[config.mk]
export PLATFORM = sky130hd
export DESIGN_NAME = bpd_sat_add_arbiter
export DESIGN_NICKNAME = d
export VERILOG_FILES = /design/src/rtl/bpd_pkg.sv /design/src/rtl/bpd_sat_add_core.sv /design/src/rtl/bpd_sat_add_arbiter.sv
export SDC_FILE = /design/constraint.sdc
export NUM_CORES = 1
export LEC_CHECK = 0
export ABC_AREA = 1
export CORE_UTILIZATION = 45
export DETAILED_ROUTE_END_ITERATION = 6
export MAX_ROUTING_LAYER = met4
export PLACE_DENSITY_LB_ADDON = 0.15
export SLEW_MARGIN = 20
export SYNTH_ARGS = -nofsm -noshare
export SYNTH_HDL_FRONTEND = slang
export SYNTH_SLANG_ARGS = --single-unit
[constraint.sdc]
create_clock -name clk -period 7.9 [get_ports clk]
set_input_delay 0.79 -clock clk [delete_from_list [all_inputs] [get_ports clk]]
set_output_delay 0.79 -clock clk [all_outputs]
set_load 0.005 [all_outputs]
[src/rtl/bpd_pkg.sv]
// Shared definitions for the BP decode datapath: saturation limits and the
// width of the saturation event counter.
package bpd_pkg;

    // Width of the optional saturation event counter.
    localparam int SAT_CNT_W = 16;

    // Largest two's-complement value of a w-bit word (0111...1), returned in
    // the low w bits of a 64-bit word; callers truncate to their width.
    function automatic logic [63:0] sat_max(input int w);
        return (64'd1 << (w - 1)) - 64'd1;
    endfunction

    // Smallest two's-complement value of a w-bit word (1000...0), returned in
    // the low w bits of a 64-bit word; callers truncate to their width.
    function automatic logic [63:0] sat_min(input int w);
        return 64'd1 << (w - 1);
    endfunction

endpackage

[src/rtl/bpd_sat_add_core.sv]
// Combinational two's-complement adder that reports signed overflow.
// The wrapped sum is returned untouched; the caller picks the clamp value.
module bpd_sat_add_core #(
    parameter int BIT = 8
) (
    input  logic [BIT-1:0] a_i,
    input  logic [BIT-1:0] b_i,
    output logic [BIT-1:0] sum_o,
    output logic           ovf_o
);

    // Wrapped sum; overflow means both operands share a sign the sum lost.
    always_comb begin
        sum_o = a_i + b_i;
        ovf_o = (a_i[BIT-1] == b_i[BIT-1]) && (sum_o[BIT-1] != a_i[BIT-1]);
    end

endmodule

[src/rtl/bpd_sat_add_arbiter.sv]
// Round-robin arbiter sharing one saturating adder among N_REQ requesters.
// One grant per cycle when the registered output stage can accept; the
// result is registered and tagged with the requester index.
// Optional feature: define BPD_SAT_CNT_EN to add the saturation event
// counter (sat_cnt) and its synchronous clear (sat_cnt_clr).
module bpd_sat_add_arbiter
    import bpd_pkg::*;
#(
    parameter int N_REQ = 4,
    parameter int BIT   = 8,
    parameter int ID_W  = 2
) (
    input  logic                   clk,
    input  logic                   rst_n,
    input  logic [N_REQ-1:0]       req_valid,
    output logic [N_REQ-1:0]       req_ready,
    input  logic [N_REQ*BIT-1:0]   req_a,
    input  logic [N_REQ*BIT-1:0]   req_b,
    output logic                   res_valid,
    input  logic                   res_ready,
    output logic [BIT-1:0]         res_data,
    output logic [ID_W-1:0]        res_id,
    output logic                   res_sat
`ifdef BPD_SAT_CNT_EN
    ,
    output logic [SAT_CNT_W-1:0]   sat_cnt,
    input  logic                   sat_cnt_clr
`endif
);

    logic [ID_W-1:0] rr_ptr_q;
    logic [ID_W-1:0] rr_ptr_d;
    logic            res_valid_q;
    logic            res_valid_d;
    logic [BIT-1:0]  res_data_q;
    logic [BIT-1:0]  res_data_d;
    logic [ID_W-1:0] res_id_q;
    logic [ID_W-1:0] res_id_d;
    logic            res_sat_q;
    logic            res_sat_d;

    logic            can_acc;
    logic            grant_found;
    logic [ID_W-1:0] grant_idx;
    logic            grant_en;
    logic [BIT-1:0]  a_sel;
    logic [BIT-1:0]  b_sel;
    logic [BIT-1:0]  sum_raw;
    logic            sum_ovf;
    logic [BIT-1:0]  sum_sat;

    // The output register can take a new result when empty or draining.
    assign can_acc = !res_valid_q || res_ready;

    // Rotating priority search: first valid requester at or after rr_ptr_q.
    always_comb begin
        int idx;
        idx         = 0;
        grant_found = 1'b0;
        grant_idx   = '0;
        for (int k = 0; k < N_REQ; k++) begin
            idx = int'(rr_ptr_q) + k;
            if (idx >= N_REQ) begin
                idx = idx - N_REQ;
            end
            if (!grant_found && req_valid[idx]) begin
                grant_found = 1'b1;
                grant_idx   = ID_W'(idx);
            end
        end
    end

    // Gating with rst_n keeps every ready low while reset is held.
    assign grant_en = can_acc && grant_found && rst_n;

    generate
        for (genvar gi = 0; gi < N_REQ; gi++) begin : g_ready
            assign req_ready[gi] = grant_en && (grant_idx == ID_W'(gi));
        end
    endgenerate

    assign a_sel = req_a[int'(grant_idx)*BIT +: BIT];
    assign b_sel = req_b[int'(grant_idx)*BIT +: BIT];

    bpd_sat_add_core #(
        .BIT (BIT)
    ) u_core (
        .a_i   (a_sel),
        .b_i   (b_sel),
        .sum_o (sum_raw),
        .ovf_o (sum_ovf)
    );

    // Clamp toward the sign of operand A when the add overflows.
    always_comb begin
        sum_sat = sum_raw;
        if (sum_ovf) begin
            sum_sat = a_sel[BIT-1] ? BIT'(sat_min(BIT)) : BIT'(sat_max(BIT));
        end
    end

    // Next-state for pointer and output stage: load on grant, drain on accept.
    always_comb begin
        rr_ptr_d    = rr_ptr_q;
        res_valid_d = res_valid_q;
        res_data_d  = res_data_q;
        res_id_d    = res_id_q;
        res_sat_d   = res_sat_q;
        if (grant_en) begin
            rr_ptr_d    = (grant_idx == ID_W'(N_REQ - 1)) ? '0 : ID_W'(grant_idx + 1'b1);
            res_valid_d = 1'b1;
            res_data_d  = sum_sat;
            res_id_d    = grant_idx;
            res_sat_d   = sum_ovf;
        end else if (res_ready) begin
            res_valid_d = 1'b0;
        end
    end

    // Pointer and output registers; reset discards any pending result.
    always_ff @(posedge clk or negedge rst_n) begin
        if (!rst_n) begin
            rr_ptr_q    <= '0;
            res_valid_q <= 1'b0;
            res_data_q  <= '0;
            res_id_q    <= '0;
            res_sat_q   <= 1'b0;
        end else begin
            rr_ptr_q    <= rr_ptr_d;
            res_valid_q <= res_valid_d;
            res_data_q  <= res_data_d;
            res_id_q    <= res_id_d;
            res_sat_q   <= res_sat_d;
        end
    end

    assign res_valid = res_valid_q;
    assign res_data  = res_data_q;
    assign res_id    = res_id_q;
    assign res_sat   = res_sat_q;

`ifdef BPD_SAT_CNT_EN
    logic [SAT_CNT_W-1:0] sat_cnt_q;
    logic [SAT_CNT_W-1:0] sat_cnt_d;

    // Count saturating transfers, sticking at all-ones; clear has priority.
    always_comb begin
        sat_cnt_d = sat_cnt_q;
        if (sat_cnt_clr) begin
            sat_cnt_d = '0;
        end else if (grant_en && sum_ovf && (sat_cnt_q != '1)) begin
            sat_cnt_d = sat_cnt_q + 1'b1;
        end
    end

    // Saturation counter register.
    always_ff @(posedge clk or negedge rst_n) begin
        if (!rst_n) begin
            sat_cnt_q <= '0;
        end else begin
            sat_cnt_q <= sat_cnt_d;
        end
    end

    assign sat_cnt = sat_cnt_q;
`endif

endmodule

==> impl_metrics.tcl, run 1 <==
set metrics [dict create \
    run_status "finished clean" \
    hold-path-cell-count 1 \
    grt_max_degree 36 \
    r2r_slack_ns 3.39 \
    cp-startpoint "req_valid[3]" \
    r2r-start "rr_ptr_q[0]" \
    path_class "primary input to flip-flop" \
    period_needed_ns 4.87 \
    r2r-end "res_data[4]" \
    antenna_found_initial 0 \
    port_buffers 86 \
    wire_per_inst_microns 11.5 \
    setup_viol 0 \
    die_x_microns 65.3 \
    finalHoldViolations 0 \
    cts_buffer_depth 2 \
    numCtsBuffers 3 \
    dieArea_sq_mm 0.00427 \
    cts_max_level 1 \
    maxSlewHeadroom 0.532 \
    syn_nets 359 \
    pin_count 87 \
    drc 0 \
    setup.worst_path.end "res_data[4]" \
    dr.pass1.iters 4 \
    coreArea_sq_mm 0.00374 \
    yosysWarningCount 0 \
    grt_pass1_vias 1954 \
    netlist_area_sq_mm 0.00181 \
    place.gp.congestion 0.777 \
    cp.arrival_ns 5.01 \
    layout_commonest_cell "clkdlybuf4s50_1" \
    max_freq_ghz 0.205 \
    grt_use_total 0.235 \
    critPathCaptureType "flip-flop" \
    syn2layout_area_growth_pct 49.3 \
    diodes 0 \
    cts-root-buf "clkbuf_8" \
    cts_tree "yes" \
    clk_latency_ns 0.25 \
    fin_worst_skew_ns 0.00135 \
    rsz0062_at_grt "no" \
    rows 22 \
    grt_pass1_wl_microns 7760 \
    syn_area_per_cell_sq_um 6.54 \
    initial_core_util 0.482 \
    synth_cell_types 31 \
    ctsResizeCount 0 \
    slew_violations 0 \
    routed_via_density 5.17 \
    drv_cap 0 \
    die_h_microns 65.3 \
    wirelength_microns 4610 \
    num_vias 2077 \
    fin_crit_sh 0.617 \
    worstPathMaxFanout 35 \
    critical_path.startpoint_type "primary input" \
    grt_overflow 0 \
    hp-class "flip-flop to flip-flop" \
    clock_sinks 14 \
    r2r_cells 25 \
    finalNetCount 439 \
    min_from "res_id[0]" \
    mostFrequentLayoutCells "86 x clkdlybuf4s50_1, 61 x nand2_1, 37 x o21ai_0" \
    drtIter0Drc 84 \
    cts_hold_buf 0 \
    syn_inst 276 \
    post_cts_buffers 0 \
    worst_slew_pin_slew_ns 0.702 \
    cts.clk_slew.worst_paths_ns 0.05 \
    dpl.hpwl_microns 3730 \
    worstPathRequired_ns 8.03 \
    tns_ns 0 \
    layout-drive-gt1-share 0.0989 \
    ys_ff_latch 14 \
    ant_nets 0 \
    synth_seq_area_share 0.194 \
]
-- synthesized netlist by cell type (all sizes together) --
master	instances	area, sq um
a21oi	10	53.8
a31oi	1	6.26
a32oi	1	8.76
buf	8	60.1
clkbuf	3	11.3
clkinv	1	8.76
dfrtp	14	350
fa	1	20.0
ha	11	138
inv	30	118
nand2	73	319
nand3	18	160
nand4	8	50.1
nor2	36	154
o21a	1	7.51
o21ai	38	190
o22ai	13	81.3
or2	4	25.0
xor2	5	43.8
-- flip-flops by register name, summed over array words and instances, names as in the netlist --
register / cells
res_data: 8
res_valid: 1
res_id: 2
rr_ptr_q: 2
res_sat: 1
-- logic make-up (layout without fill, tap and decap cells) --
family | Yosys count | after routing | share of synthesized area
AND/OR/NAND/NOR | 139 | 139 | 0.392
AO/OA/AOI/OAI | 64 | 64 | 0.193
buffers and inverters | 42 | 120 | 0.109
flip-flops | 14 | 14 | 0.194
adder cells (fa/ha/maj) | 12 | 12 | 0.0873
XOR/XNOR | 5 | 5 | 0.0243
-- layout make-up --
class	instances	area, sq um
clock buffers	3	41.3
fillers	345	1050
inverters	31	126
multi-input cells	220	1260
flip-flops and latches	14	350
well taps	48	60.1
repair buffers	86	861
-- worst min-delay path by stage --
stage                           end  slack [ns]
after global routing      res_id[0]        0.53
after CTS                 res_id[0]        0.49
after detailed placement  res_id[0]        0.48
after floorplan           res_id[1]        0.48
after global placement    res_id[1]        0.47
final                     res_id[0]        0.49
-- metrics by stage --
stage                     worst slack (ns)  instances  instance area (sq um)  hold WS (ns)  utilization
after floorplan                       4.23        276                   1810         0.476            -
after global placement                2.97        399                   2660         0.472        0.709
after detailed placement              2.76        399                   2660         0.480        0.709
after CTS                             3.00        402                   2700         0.492        0.720
after global routing                  2.47        402                   2700         0.527        0.720
final                                 3.03        402                   2700         0.487        0.720
-- critical path, stage by stage --
cell and delay [ns]:
clkdlybuf4s50_1 0.41, inv_1 0.08, nand2_1 0.07, nand3_1 0.14, nand2_2 0.12, inv_2 0.08, nand2_1 0.07, nand2_2 0.11
nand3_4 0.30, inv_1 0.65, o21ai_0 0.17, o22ai_1 0.33, ha_1 0.30, nand3_1 0.07, nand2_1 0.08, nand2_1 0.06
nand2_1 0.05, a21oi_1 0.18, o21ai_0 0.10, a21oi_1 0.32, inv_1 0.13, nand3_4 0.14, nand2_4 0.07, o21ai_0 0.10
nand2_1 0.08
-- metal layers --
layer / routed length (microns) / global-route usage / up-vias / part of all wire
li1: - / - / 1072 / -
met1: 2070 / 0.270 / 920 / 0.45
met2: 2230 / 0.428 / 80 / 0.48
met3: 259 / 0.0226 / 5 / 0.056
met4: 56 / 0.0734 / 0 / 0.012
met5: 0 / - / - / 0
Power of run 1 is not shown: default switching activity piles up to over one toggle a cycle in this logic, so the estimate is an artifact.
==> run 2, diff against run 1 <==
--- a/config.mk
+++ b/config.mk
@@ -6,7 +6,7 @@
 export NUM_CORES = 1
 export LEC_CHECK = 0
 export ABC_AREA = 1
-export CORE_UTILIZATION = 45
+export CORE_UTILIZATION = 38
 export DETAILED_ROUTE_END_ITERATION = 6
 export MAX_ROUTING_LAYER = met4
 export PLACE_DENSITY_LB_ADDON = 0.15
==> constraint.sdc (replaced) <==
create_clock -name clk -period 4.4 [get_ports clk]
set_input_delay 0.44 -clock clk [delete_from_list [all_inputs] [get_ports clk]]
set_output_delay 0.44 -clock clk [all_outputs]
set_load 0.005 [all_outputs]
==> impl_metrics.tcl, run 2 (same netlist as run 1, synthesis figures left out) <==
set metrics [dict create \
    drv_cap 0 \
    cts_buffer_depth 2 \
    finalNetCount 443 \
    cts_tree "yes" \
    path_class "primary input to flip-flop" \
    drtIter0Drc 72 \
    violations "DRC" \
    largest_register_ffs 8 \
    clock_sinks 14 \
    ant_nets 0 \
    initial_core_util 0.404 \
    wirelength_microns 4850 \
    placed_cell_area_sq_mm 0.00269 \
    drc 10 \
    clk_latency_ns 0.24 \
    grt_overflow 0 \
    num_vias 2086 \
    fin_crit_sh 0.889 \
    fin_worst_skew_ns 0.00224 \
    rsz0062_at_grt "no" \
    tns_ns 0 \
    port_buffers 86 \
    met1_length_microns 2310 \
    critical_path.startpoint_type "primary input" \
    diodes 0 \
    grt_max_degree 23 \
    wl_met3_microns 176 \
    coreArea_sq_mm 0.00447 \
    cp.arrival_ns 4.04 \
    worst_slew_pin_slew_ns 0.668 \
    post-place-ws_ns 0.234 \
    routed_via_density 5.08 \
    cts_max_level 1 \
    r2r_slack_ns 0.51 \
    wire_per_inst_microns 11.8 \
    grt_use_total 0.198 \
    finalHoldViolations 0 \
    die_x_microns 70.9 \
    place.gp.congestion 0.796 \
    pin_count 87 \
    cts_hold_buf 0 \
    rows 24 \
    numCtsBuffers 3 \
    dieArea_sq_mm 0.00503 \
    worstPathRequired_ns 4.53 \
    dr.pass1.iters 6 \
    antenna_found_initial 0 \
    run_status "complete, but fails checks" \
    layout_commonest_cell "clkdlybuf4s50_1" \
    period_needed_ns 3.91 \
    max_freq_ghz 0.256 \
    worstPathMaxFanout 17 \
    highest-signal-layer "met4" \
    grt_pass1_wl_microns 8020 \
    stdcell_area_sq_mm 0.00275 \
    cts-root-buf "clkbuf_8" \
    critPathCaptureType "flip-flop" \
    setup_viol 0 \
    slew_violations 0 \
    maxSlewHeadroom 0.553 \
    post_cts_buffers 0 \
    route.met2.wl_microns 2340 \
    die_h_microns 70.9 \
    grt_pass1_vias 1886 \
    hp-class "flip-flop to flip-flop" \
    cts.clk_slew.worst_paths_ns 0.06 \
    mostFrequentLayoutCells "86 x clkdlybuf4s50_1, 61 x nand2_1, 37 x o21ai_0" \
    dpl.hpwl_microns 3950 \
    layout-drive-gt1-share 0.111 \
    syn2layout_area_growth_pct 52.0 \
    ctsResizeCount 0 \
    fin_ws_ns 0.490 \
]
run 2: cell count changes in the layout (fill, tap and decap cells not counted):
cell      delta
buf_4        +4
clkbuf_8     +1
run 2: path summary, 6_finish.rpt:
path / start / to / cells past startpoint
worst max-delay path: req_valid[3] / res_data[0] / 25
worst min-delay path: res_id[1] / res_id[1] / 2
worst max register to register: rr_ptr_q[0] / res_data[0] / 25
worst min register to register: res_id[1] / res_id[1] / 2
max in group asynchronous: rst_n / res_data[3] / 1
min in group asynchronous: rst_n / res_data[5] / 1
run 2: layer usage:
layer | vias up | GRT usage
met5 | - | -
met4 | 0 | 0.0333
met3 | 2 | 0.00427
met2 | 68 | 0.345
met1 | 934 | 0.262
li1 | 1082 | -
run 2: cell type report:
cell class              count  area (sq um)
well taps                  52          65.1
fillers                   424          1730
multi-input cells         220          1260
clock buffers               4          55.1
inverters                  31           126
flip-flops and latches     14           350
repair buffers             90           891
run 2: critical path, stage by stage:
cell and delay, ns:
clkdlybuf4s50_1 0.42, inv_1 0.08, nand2_1 0.06, nand3_1 0.14, nand2_2 0.12, nor2_8 0.15, nand3_4 0.13, nand3_4 0.14
inv_1 0.19, buf_4 0.25, o21ai_0 0.17, o22ai_1 0.10, ha_1 0.24, nand3_1 0.09, nand2_1 0.08, nand2_1 0.06
nand2_1 0.05, a21oi_1 0.18, o21ai_0 0.10, a21oi_1 0.30, inv_1 0.13, nand3_4 0.13, nand2_4 0.07, inv_2 0.11
a21oi_1 0.07
run 2: metrics by stage:
step	util	cells	hold slack (ns)
5_1_grt	0.614	411	0.511
4_1_cts	0.614	411	0.491
6_report	0.614	411	0.490
3_3_place_gp	0.601	407	0.476
2_1_floorplan	-	276	0.144
3_5_place_dp	0.601	407	0.477
Power of run 2 is left out for the same reason.
==> run 3, diff against run 2 <==
--- a/config.mk
+++ b/config.mk
@@ -7,6 +7,7 @@
 export LEC_CHECK = 0
 export ABC_AREA = 1
 export CORE_UTILIZATION = 38
+export CTS_CLUSTER_DIAMETER = 60
 export DETAILED_ROUTE_END_ITERATION = 6
 export MAX_ROUTING_LAYER = met4
 export PLACE_DENSITY_LB_ADDON = 0.15
==> results of run 3 <==
Same layout as run 2: the final DEF is identical, and so are final timing and power.
Power of run 3 is left out for the same reason.
